## src/rtl/uart_rx_unit.sv

```systemverilog
// 8N1 UART receiver: 2-flop synchronizer, centre-sampling FSM, one-cycle valid/break strobes.
// Optional BREAK detection is enabled by defining UART_RX_BREAK_EN.
module uart_rx_unit #(
    parameter int BIT_RATE = 9600,
    parameter int CLK_HZ   = 50_000_000
) (
    input  logic       clk,
    input  logic       reset,
    input  logic       uart_rxd,
    input  logic       uart_rx_en,
    output logic       uart_rx_break,
    output logic       uart_rx_valid,
    output logic [7:0] uart_rx_data
);

    localparam int CYCLES_PER_BIT = CLK_HZ / BIT_RATE;
    localparam int HALF_BIT       = CYCLES_PER_BIT / 2;
    localparam int CNT_W          = $clog2(CYCLES_PER_BIT + 1);
    localparam logic [CNT_W-1:0] BIT_END  = CNT_W'(CYCLES_PER_BIT - 1);
    localparam logic [CNT_W-1:0] HALF_END = CNT_W'(HALF_BIT - 1);

    typedef enum logic [2:0] {IDLE, START, DATA, STOP, WAIT_HIGH} state_t;

    state_t           state_q, state_d;
    logic [CNT_W-1:0] cnt_q, cnt_d;
    logic [7:0]       shift_q, shift_d;
    logic [2:0]       bit_idx_q, bit_idx_d;
    logic [7:0]       data_q, data_d;
    logic             valid_q, valid_d;
    logic             rxd_meta_q, rxd_s_q;

    // Synchronizer idles high so a reset never looks like a start bit.
    always_ff @(posedge clk or posedge reset) begin
        if (reset) begin
            rxd_meta_q <= 1'b1;
            rxd_s_q    <= 1'b1;
        end else begin
            rxd_meta_q <= uart_rxd;
            rxd_s_q    <= rxd_meta_q;
        end
    end

    always_ff @(posedge clk or posedge reset) begin
        if (reset) begin
            state_q   <= IDLE;
            cnt_q     <= '0;
            shift_q   <= 8'h00;
            bit_idx_q <= 3'd0;
            data_q    <= 8'h00;
            valid_q   <= 1'b0;
        end else begin
            state_q   <= state_d;
            cnt_q     <= cnt_d;
            shift_q   <= shift_d;
            bit_idx_q <= bit_idx_d;
            data_q    <= data_d;
            valid_q   <= valid_d;
        end
    end

`ifdef UART_RX_BREAK_EN
    logic break_q, break_d;

    always_ff @(posedge clk or posedge reset) begin
        if (reset) begin
            break_q <= 1'b0;
        end else begin
            break_q <= break_d;
        end
    end

    assign uart_rx_break = break_q;
`else
    assign uart_rx_break = 1'b0;
`endif

    always_comb begin
        state_d   = state_q;
        cnt_d     = cnt_q;
        shift_d   = shift_q;
        bit_idx_d = bit_idx_q;
        data_d    = data_q;
        valid_d   = 1'b0;
`ifdef UART_RX_BREAK_EN
        break_d   = 1'b0;
`endif
        // Dropping the enable abandons any frame in progress without touching the output byte.
        if (state_q != IDLE && !uart_rx_en) begin
            state_d = IDLE;
            cnt_d   = '0;
        end else begin
            case (state_q)
                IDLE: begin
                    if (uart_rx_en && !rxd_s_q) begin
                        cnt_d     = '0;
                        bit_idx_d = 3'd0;
                        state_d   = START;
                    end
                end
                START: begin
                    if (cnt_q == HALF_END) begin
                        cnt_d   = '0;
                        state_d = rxd_s_q ? IDLE : DATA;
                    end else begin
                        cnt_d = cnt_q + 1'b1;
                    end
                end
                DATA: begin
                    if (cnt_q == BIT_END) begin
                        cnt_d     = '0;
                        shift_d   = {rxd_s_q, shift_q[7:1]};
                        bit_idx_d = bit_idx_q + 3'd1;
                        if (bit_idx_q == 3'd7) begin
                            data_d  = {rxd_s_q, shift_q[7:1]};
                            state_d = STOP;
                        end
                    end else begin
                        cnt_d = cnt_q + 1'b1;
                    end
                end
                STOP: begin
                    if (cnt_q == BIT_END) begin
                        cnt_d = '0;
                        if (rxd_s_q) begin
                            valid_d = 1'b1;
                            state_d = IDLE;
                        end else begin
`ifdef UART_RX_BREAK_EN
                            break_d = (shift_q == 8'h00);
`endif
                            state_d = WAIT_HIGH;
                        end
                    end else begin
                        cnt_d = cnt_q + 1'b1;
                    end
                end
                WAIT_HIGH: begin
                    if (rxd_s_q) begin
                        state_d = IDLE;
                    end
                end
                default: begin
                    state_d = IDLE;
                    cnt_d   = '0;
                end
            endcase
        end
    end

    assign uart_rx_valid = valid_q;
    assign uart_rx_data  = data_q;

endmodule

```

## config.mk

```make
export PLATFORM = sky130hd
export DESIGN_NAME = uart_rx_unit
export DESIGN_NICKNAME = d
export VERILOG_FILES = /design/src/rtl/uart_rx_unit.sv
export SDC_FILE = /design/constraint.sdc
export NUM_CORES = 1
export LEC_CHECK = 0
export ABC_AREA = 1
export BUFFER_PORTS_ARGS = -buffer_cell sky130_fd_sc_hd__clkbuf_2
export CORE_MARGIN = 10
export CORE_UTILIZATION = 43
export CTS_BUF_LIST = sky130_fd_sc_hd__clkbuf_8 sky130_fd_sc_hd__clkbuf_16
export CTS_CLUSTER_DIAMETER = 60
export CTS_CLUSTER_SIZE = 20
export DETAILED_ROUTE_END_ITERATION = 8
export PLACE_DENSITY = 0.64
export REMOVE_ABC_BUFFERS = 1
export SLEW_MARGIN = 20
export SYNTH_ARGS = -nofsm -noshare
export SYNTH_HDL_FRONTEND = slang
export SYNTH_SLANG_ARGS = --single-unit
```

## constraint.sdc

```tcl
create_clock -name clk -period 1.47 [get_ports clk]
set_clock_uncertainty 0.05 [all_clocks]
set_input_delay 0.0735 -clock clk [delete_from_list [all_inputs] [get_ports clk]]
set_output_delay 0.0735 -clock clk [all_outputs]
set_load 0.02 [all_outputs]
```

# After elaboration in Yosys (flattened, before gate mapping)
# Index checks and enable logic that the tools add are counted.
# totals
reg_bits	38
input_bits	4
output_inout_bits	10
# op_classes
add_sub_neg	2
eq_ne	16
muxes	22
bitwise	1
reduce_logical	13
# ops
op	n
two-way mux 13 bit	4
case mux 13 bit (4 select lines)	1
two-way mux 3 bit	10
inequality test 3 bit, second input constant	6
case mux 3 bit (5 select lines)	1
adder 13 x 1 -> 13 bit, second input constant	1
== test 13 x 12 -> 1 bit, second input constant	1
== test 13 bit, second input constant	1
AND reduction 4 bit	2
== test 3 x 2 -> 1 bit, second input constant	2
== test 3 bit, second input constant	2
inequality test 2 bit, second input constant	3
case mux 3 bit (2 select lines)	1
AND reduction 6 bit	1
two-way mux 1 bit	4
adder 3 x 1 -> 3 bit, second input constant	1
== test 3 x 1 -> 1 bit, second input constant	1
logical NOT 3 bit	1
AND reduction 3 bit	1
nonzero test 3 bit	1
logical AND 1 bit	2
logical NOT 1 bit	2
two-way mux 2 bit	1
AND reduction 2 bit	1
other kinds (3)	3

# Depth between registers and ports, before layout
# Gate-level depths: netlist of the first run.
# logic_depth
depth_word	5
depth_mapped	11
depth_no_buf	10

# Worst setup path before layout of the first run
# Ideal clock, no wire load.
# synth_path
path_kind	register to register
start	register cnt_q[0]
end	register state_q[1]
setup_ns	0.116
arrival_ns	1.336
t_required_ns	1.304
path_slack_ns	-0.032
stages_incl_launch_ff	11
path_cell_list	dfrtp_1 -> ha_1 -> nand2_2 -> clkinv_2 -> nand2_4 -> nor2_8 -> nand3_2 -> a21oi_2 -> nand2_1 -> nand2_1 -> nand2_1
# synth_via
elab_chain_len	3
word_cells_on_any_way	6
# synth_lines
element	line_no	text
start: declaration	25	logic [CNT_W-1:0] cnt_q, cnt_d;
start signal: assignment	53	cnt_q <= cnt_d;
== test 13 bit or == test 13 x 12 -> 1 bit (tied branches)	109, 122, 101	
inequality test 3 bit (no line)	n/a	
AND reduction 6 bit (no line) (*)	n/a	
end signal: assignment	52	state_q <= state_d;
end: declaration	24	state_t state_q, state_d;
# Mark *: on every way between the ends. The rest lies on a longest branch, timed or not.
# A chain may end at the register's enable or synchronous reset.

# Worst setup path in the final report of the first run
# layout_path
start	register state_q[1]
end	register cnt_q[8]
# layout_via
elab_chain_len	4
word_cells_on_any_way	13
# layout_lines
element	line_no	text
== test 3 x 2 -> 1 bit or nonzero test 3 bit (tied branches)	92, 88	
OR reduction 2 bit (no line) or logical AND 1 bit (tied branches)	n/a	
case mux 13 bit (4 select lines) (tied with other cells)	92	case (state_q)
two-way mux 13 bit or AND reduction 2 bit (tied branches)	n/a	
# Parallel ways exist; a longest one is shown, timed or not.

==> impl_metrics.env, run 1 <==
export IMPL_whs_ns=0.110
export IMPL_area_growth_syn_to_layout_pct=31.1
export IMPL_crit_type="reg2reg"
export IMPL_antenna_found_initial=0
export IMPL_finalCritPeriodShare=1.02
export IMPL_hold_path_class="in2reg"
export IMPL_fin_ws_ns=-0.0225
export IMPL_routabilityCongestion=0.998
export IMPL_wire_per_inst_microns=12.8
export IMPL_stdcell_count=422
export IMPL_design_area_sq_um=3010
export IMPL_grt_pass1_wl_mm=8.75
export IMPL_cts_tree="built"
export IMPL_finalHoldViolations=0
export IMPL_worstPathMaxFanout=8
export IMPL_synth_cell_types=37
export IMPL_crit_required_ns=1.60
export IMPL_grt_pass1_vias=1836
export IMPL_avgViaCountPerCell=4.86
export IMPL_grt_usage=0.125
export IMPL_cap_violations=0
export IMPL_violations="negative setup slack"
export IMPL_firstDrtPassIters=5
export IMPL_start_util=0.447
export IMPL_reg2regPathDepth=7
export IMPL_whs_path_depth=3
export IMPL_hp_start="uart_rx_en"
export IMPL_status="complete, but fails checks"
export IMPL_power_w=0.00344
export IMPL_whs_endpoint="state_q[2]"
export IMPL_ys_ff_latch=37
export IMPL_ios=14
export IMPL_finalSetupViolations=1
export IMPL_grt_overflow_total=0
export IMPL_timing_fmax_mhz=670
export IMPL_utilization=0.586
export IMPL_die_h_microns=93.1
export IMPL_rows=26
export IMPL_postRouteAntennaNets=0
export IMPL_numPlacedInstances=402
export IMPL_core_sq_um=5140
export IMPL_synth_area_per_cell_sq_um=7.79
export IMPL_syn_area_sq_um=2300
export IMPL_cp_start_kind="register"
export IMPL_totalWireLength_mm=5.42
export IMPL_fin_crit_ns=1.49
export IMPL_layout_nets=358
export IMPL_cts_buffers_inserted=5
export IMPL_cts_root_buf="clkbuf_8"
export IMPL_port_buffer_count=12
export IMPL_ys_warn_count=0
export IMPL_die_x_microns=93.1
export IMPL_clk_latency_ns=0.29
export IMPL_arrival_ns=1.63
export IMPL_drc=0
export IMPL_dp_hpwl_mm=3.87
export IMPL_irDropWorstVdd_v=0.000775
export IMPL_dieArea_sq_um=8670
export IMPL_drive_gt1_frac=0.381
export IMPL_clock_sinks=37
export IMPL_drtIter0Drc=172
export IMPL_syn_inst=295
export IMPL_path_clk_slew_ns=0.08
export IMPL_rsz0062_at_grt="true"
export IMPL_ys_seq_area_frac=0.404
export IMPL_vias=2053
export IMPL_final_max_slew_viol_count=0
export IMPL_cts_htree_levels=2
export IMPL_placed_area_sq_um=2640
export IMPL_cp_end_kind="register"
export IMPL_r2r_start="state_q[1]"
export IMPL_clockBufferDepth=2
export IMPL_rrSetupSlack_ns=-0.02
export IMPL_regToRegEndpoint="cnt_q[8]"
export IMPL_antennaDiodeCount=0
export IMPL_p_leak_nw=1.51
export IMPL_power_density_nw_per_um2=1140
export IMPL_grt_max_degree=38
synthesized netlist by cell type:
cell	number	share of area
inv_4	1	0.0027
a21boi_1	1	0.0033
o21ai_1	10	0.022
ha_1	3	0.016
nor2_1	23	0.038
buf_4	2	0.0065
nand3_4	1	0.0076
dfstp_2	2	0.023
o2111ai_1	1	0.0038
and3_1	1	0.0027
buf_2	1	0.0022
a21oi_2	2	0.0076
xor2_1	1	0.0038
nor2_2	4	0.011
nand2_2	7	0.019
nor3_1	4	0.0087
inv_2	4	0.0065
dfrtp_1	35	0.38
clkinv_2	1	0.0022
nand4_1	5	0.014
o21ai_0	11	0.024
conb_1	1	0.0016
or2_2	1	0.0027
nand2_4	2	0.0098
buf_6	2	0.0098
nor2_4	3	0.015
nand2_1	80	0.13
nor3_4	1	0.0071
a21oi_1	8	0.017
nand3b_4	1	0.0087
nor4_1	1	0.0027
inv_1	37	0.060
nand3_2	4	0.017
o21ai_2	7	0.027
nor2_8	3	0.026
nand4_4	1	0.0093
nand3_1	23	0.050
layout by cell type (no fill, tap or decap), types with 2 or more instances in the layout:
cell type	Yosys	final
nand2_1	80	74
buf_4	2	37
inv_1	37	35
dfrtp_1	35	32
nand3_1	23	17
nor2_1	23	15
o21ai_1	10	13
clkbuf_2	0	12
nand2_2	7	10
nor2_2	4	8
nand3_2	4	8
o21ai_0	11	8
nor2_4	3	7
o21ai_2	7	7
inv_2	4	6
nand2_4	2	5
nand4_1	5	5
a21oi_1	8	5
clkbuf_8	0	5
a21oi_2	2	4
nor3_1	4	4
nor2_8	3	3
nand3_4	1	3
dfrtp_2	0	3
clkinv_4	0	2
ha_1	3	2
dlygate4sd3_1	0	2
buf_6	2	2
dfstp_2	2	2
cells by family (layout without fill, tap and decap cells):
group | Yosys count | after routing | share of synthesized area
other | 1 | 1 | 0.00163
XOR/XNOR | 1 | 1 | 0.00381
flip-flops | 37 | 37 | 0.404
AO/OA/AOI/OAI | 40 | 40 | 0.105
AND/OR/NAND/NOR | 165 | 165 | 0.379
buffers and inverters | 48 | 105 | 0.0904
adder cells (fa/ha/maj) | 3 | 3 | 0.0163
how the worst max path moves through the flow:
stage / startpoint / to / slack [ns] / cells after the start
global placement: cnt_q[0] / cnt_q[10] / -0.05 / 8
detailed placement: cnt_q[1] / state_q[1] / -0.06 / 10
finish: state_q[1] / cnt_q[8] / -0.02 / 7
global route: cnt_q[11] / state_q[1] / -0.11 / 8
CTS: cnt_q[1] / state_q[1] / -0.04 / 10
floorplan: cnt_q[0] / state_q[1] / -0.04 / 10
flip-flops by register name, indices dropped and copies added (netlist names):
signal / flops
bit_idx_q: 3
shift_q: 7
cnt_q: 13
rxd_meta_q: 1
uart_rx_data: 8
rxd_s_q: 1
uart_rx_valid: 1
state_q: 3
worst max-delay path: stages (launching register included):
cell	delay, ns
dfrtp_2	0.48
inv_1	0.11
nand4_1	0.17
nand2_4	0.19
nor2_4	0.06
buf_4	0.12
a21oi_1	0.15
a21oi_2	0.04
per-layer routing:
metal | routed length (microns) | up-vias | track usage
li1 | - | 1053 | -
met1 | 2530 | 938 | 0.170
met2 | 2510 | 54 | 0.186
met3 | 278 | 8 | 0.0296
met4 | 92 | 0 | 0.0514
met5 | 0 | - | 0
final cells by class:
cell class	instances	area (sq um)
fill	475	2130
tap	70	87.6
multi-input combinational	210	1310
inverter	43	169
sequential	37	932
clock inverter	3	46.3
timing repair buffer	54	400
clock buffer	5	68.8
power by group:
group	internal (W)	switching, W	leakage [nW]
logic	0.000523	0.000818	0.955
clock network	0.000508	0.000401	0.0543
registers	0.00109	0.0000940	0.501
per-stage QoR:
| stage | TNS [ns] | worst slack [ns] |
|---|---|---|
| floorplan | -0.0398 | -0.0398 |
| global placement | -0.461 | -0.0529 |
| detailed placement | -0.307 | -0.0627 |
| CTS | -0.169 | -0.0421 |
| global route | -2.07 | -0.111 |
| finish | -0.0225 | -0.0225 |
what timing repair did:
action,4_1_cts,5_1_grt
endpoints found under the setup margin,23,33
pin swaps,4,16
hold buffers,2,0
buffers inserted,1,9
endpoints found under the hold margin,36,0
resized for setup,8,38
Note: power is estimated with default switching activity, not from simulation.
==> inputs of run 2 (changes only) <==
--- a/config.mk
+++ b/config.mk
@@ -7,12 +7,14 @@
 export LEC_CHECK = 0
 export ABC_AREA = 1
 export BUFFER_PORTS_ARGS = -buffer_cell sky130_fd_sc_hd__clkbuf_2
+export CAP_MARGIN = 15
 export CORE_MARGIN = 10
 export CORE_UTILIZATION = 43
 export CTS_BUF_LIST = sky130_fd_sc_hd__clkbuf_8 sky130_fd_sc_hd__clkbuf_16
 export CTS_CLUSTER_DIAMETER = 60
 export CTS_CLUSTER_SIZE = 20
 export DETAILED_ROUTE_END_ITERATION = 8
+export GPL_TIMING_DRIVEN = 0
 export PLACE_DENSITY = 0.64
 export REMOVE_ABC_BUFFERS = 1
 export SLEW_MARGIN = 20
==> run 2 against run 1 <==
The flow still finishes with violations (negative setup slack); sequential share of layout area is 1.1 points lower; critical path type unchanged; non-clock buffer count is 9 lower; die area stayed put; cell count is 1.4% lower; hold slack better by 0.0037 ns; setup slack worse by 0.079 ns; flip-flop and latch count stayed put; total power is 9.2% higher; first-iteration DRC count is 36% lower; fmax is 5.0% lower; critical path depth is 2 higher; clock power is 3.7% higher.
==> impl_metrics.env, run 2 (same netlist as run 1, synthesis figures left out) <==
export IMPL_dp_hpwl_mm=3.66
export IMPL_clock_sinks=37
export IMPL_crit_required_ns=1.60
export IMPL_area_growth_syn_to_layout_pct=36.6
export IMPL_ios=14
export IMPL_final_max_slew_viol_count=0
export IMPL_clockBufferDepth=2
export IMPL_drc=0
export IMPL_fin_crit_ns=1.57
export IMPL_arrival_ns=1.71
export IMPL_finalSetupViolations=34
export IMPL_fin_ws_ns=-0.101
export IMPL_whs_ns=0.114
export IMPL_cts_tree="built"
export IMPL_hold_path_class="in2reg"
export IMPL_die_h_microns=93.1
export IMPL_avgViaCountPerCell=5.18
export IMPL_totalWireLength_mm=6.18
export IMPL_clk_latency_ns=0.29
export IMPL_top_register="cnt_q"
export IMPL_largest_reg_flops=13
export IMPL_vias=2154
export IMPL_firstDrtPassIters=4
export IMPL_grt_pass1_wl_mm=9.11
export IMPL_grt_max_degree=28
export IMPL_grt_usage=0.127
export IMPL_grt_overflow_total=0
export IMPL_cp_end_kind="register"
export IMPL_cap_violations=0
export IMPL_cp_endpoint="uart_rx_valid"
export IMPL_cts_buffers_inserted=5
export IMPL_cts_htree_levels=2
export IMPL_rsz0062_at_grt="true"
export IMPL_violations="negative setup slack"
export IMPL_drive_gt1_frac=0.439
export IMPL_worstPathMaxFanout=4
export IMPL_core_sq_um=5140
export IMPL_fillCellCount=431
export IMPL_path_clk_slew_ns=0.08
export IMPL_dp_slack_ns=-0.225
export IMPL_layout_nets=352
export IMPL_drtIter0Drc=110
export IMPL_antennaDiodeCount=0
export IMPL_regToRegEndpoint="uart_rx_valid"
export IMPL_reg2regPathDepth=9
export IMPL_cts_root_buf="clkbuf_8"
export IMPL_start_util=0.447
export IMPL_port_buffer_count=12
export IMPL_rrSetupSlack_ns=-0.10
export IMPL_critPathLaunch="cnt_q[0]"
export IMPL_grt_pass1_vias=1963
export IMPL_die_x_microns=93.1
export IMPL_power_density_nw_per_um2=1200
export IMPL_final_cell_mix="nand2_1, inv_1, dfrtp_1, buf_4, nand2_2"
export IMPL_dieArea_sq_um=8670
export IMPL_postRouteAntennaNets=0
export IMPL_wire_per_inst_microns=14.9
export IMPL_finalHoldViolations=0
export IMPL_finalCritPeriodShare=1.07
export IMPL_rows=26
export IMPL_crit_type="reg2reg"
export IMPL_r2r_start="cnt_q[0]"
export IMPL_timing_fmax_mhz=636
export IMPL_status="complete, but fails checks"
export IMPL_irDropWorstVdd_v=0.000871
export IMPL_layout_commonest_cell="nand2_1"
export IMPL_p_leak_nw=1.49
export IMPL_antenna_found_initial=0
export IMPL_cp_start_kind="register"
export IMPL_utilization=0.611
export IMPL_routabilityCongestion=0.860
[run 2: cell types whose count changed in the layout (fill, tap and decap cells not counted), moves of 2 or more]
cell / delta
a21oi_2: -3
nand3_4: +4
nand2_4: +5
nand2_2: +11
dfrtp_2: +4
buf_6: +4
a21oi_1: +3
inv_1: -2
nand2_1: -15
buf_4: -14
dfrtp_1: -4
nand3_1: -3
[run 2: where the power goes]
part	switching (W)	total, W	internal (W)
clock network	0.000391	0.000943	0.000552
logic	0.000951	0.00160	0.000653
registers	0.000113	0.00121	0.00110
[run 2: cell type report]
type                       instances  area (sq um)  share of cell area
sequential                        37           937               0.298
tap                               70          87.6              0.0279
inverter                          43           174              0.0554
multi-input combinational        213          1460               0.465
timing repair buffer              45           360               0.115
clock inverter                     2          37.5              0.0120
clock buffer                       6          82.6              0.0263
[run 2: through the flow]
step                instances  total power (W)  setup TNS, ns  cell area [sq um]
global placement          372          0.00208          -3.47               2400
finish                    416          0.00376          -1.33               3140
detailed placement        373          0.00211          -3.56               2420
floorplan                 290          0.00189        -0.0398               2260
global route              416          0.00395          -4.58               3140
CTS                       393          0.00320         -0.322               2720
[run 2: critical path, stage by stage (launching register included)]
cell,delay (ns)
dfrtp_1,0.42
ha_4,0.18
nand2_4,0.08
clkinv_4,0.07
nand2_4,0.05
nor2_8,0.13
buf_6,0.14
buf_4,0.10
nand2_1,0.05
nor4_2,0.18
[run 2: routing by layer]
metal / vias up / GRT usage / share of wire
li1: 1046 / - / -
met1: 1037 / 0.163 / 0.44
met2: 60 / 0.204 / 0.49
met3: 11 / 0.0256 / 0.047
met4: 0 / 0.0527 / 0.021
met5: - / 0 / 0
[run 2: worst min-delay path by stage]
stage	startpoint	end	slack (ns)	cells past startpoint
after floorplan	uart_rxd	rxd_meta_q	0.03	0
after global placement	uart_rxd	rxd_meta_q	0.11	1
after detailed placement	reset	cnt_q[8]	-0.04	2
after CTS	uart_rx_en	state_q[2]	0.09	3
after global routing	uart_rx_en	state_q[2]	0.13	3
final	uart_rx_en	state_q[2]	0.11	3
[run 2: what timing repair did]
action,in CTS,in global routing
buffers inserted,10,20
pin swaps,7,20
hold buffers,2,0
setup endpoints to repair,33,35
hold endpoints to repair,36,0
gates resized for setup,19,69
cloned,0,3
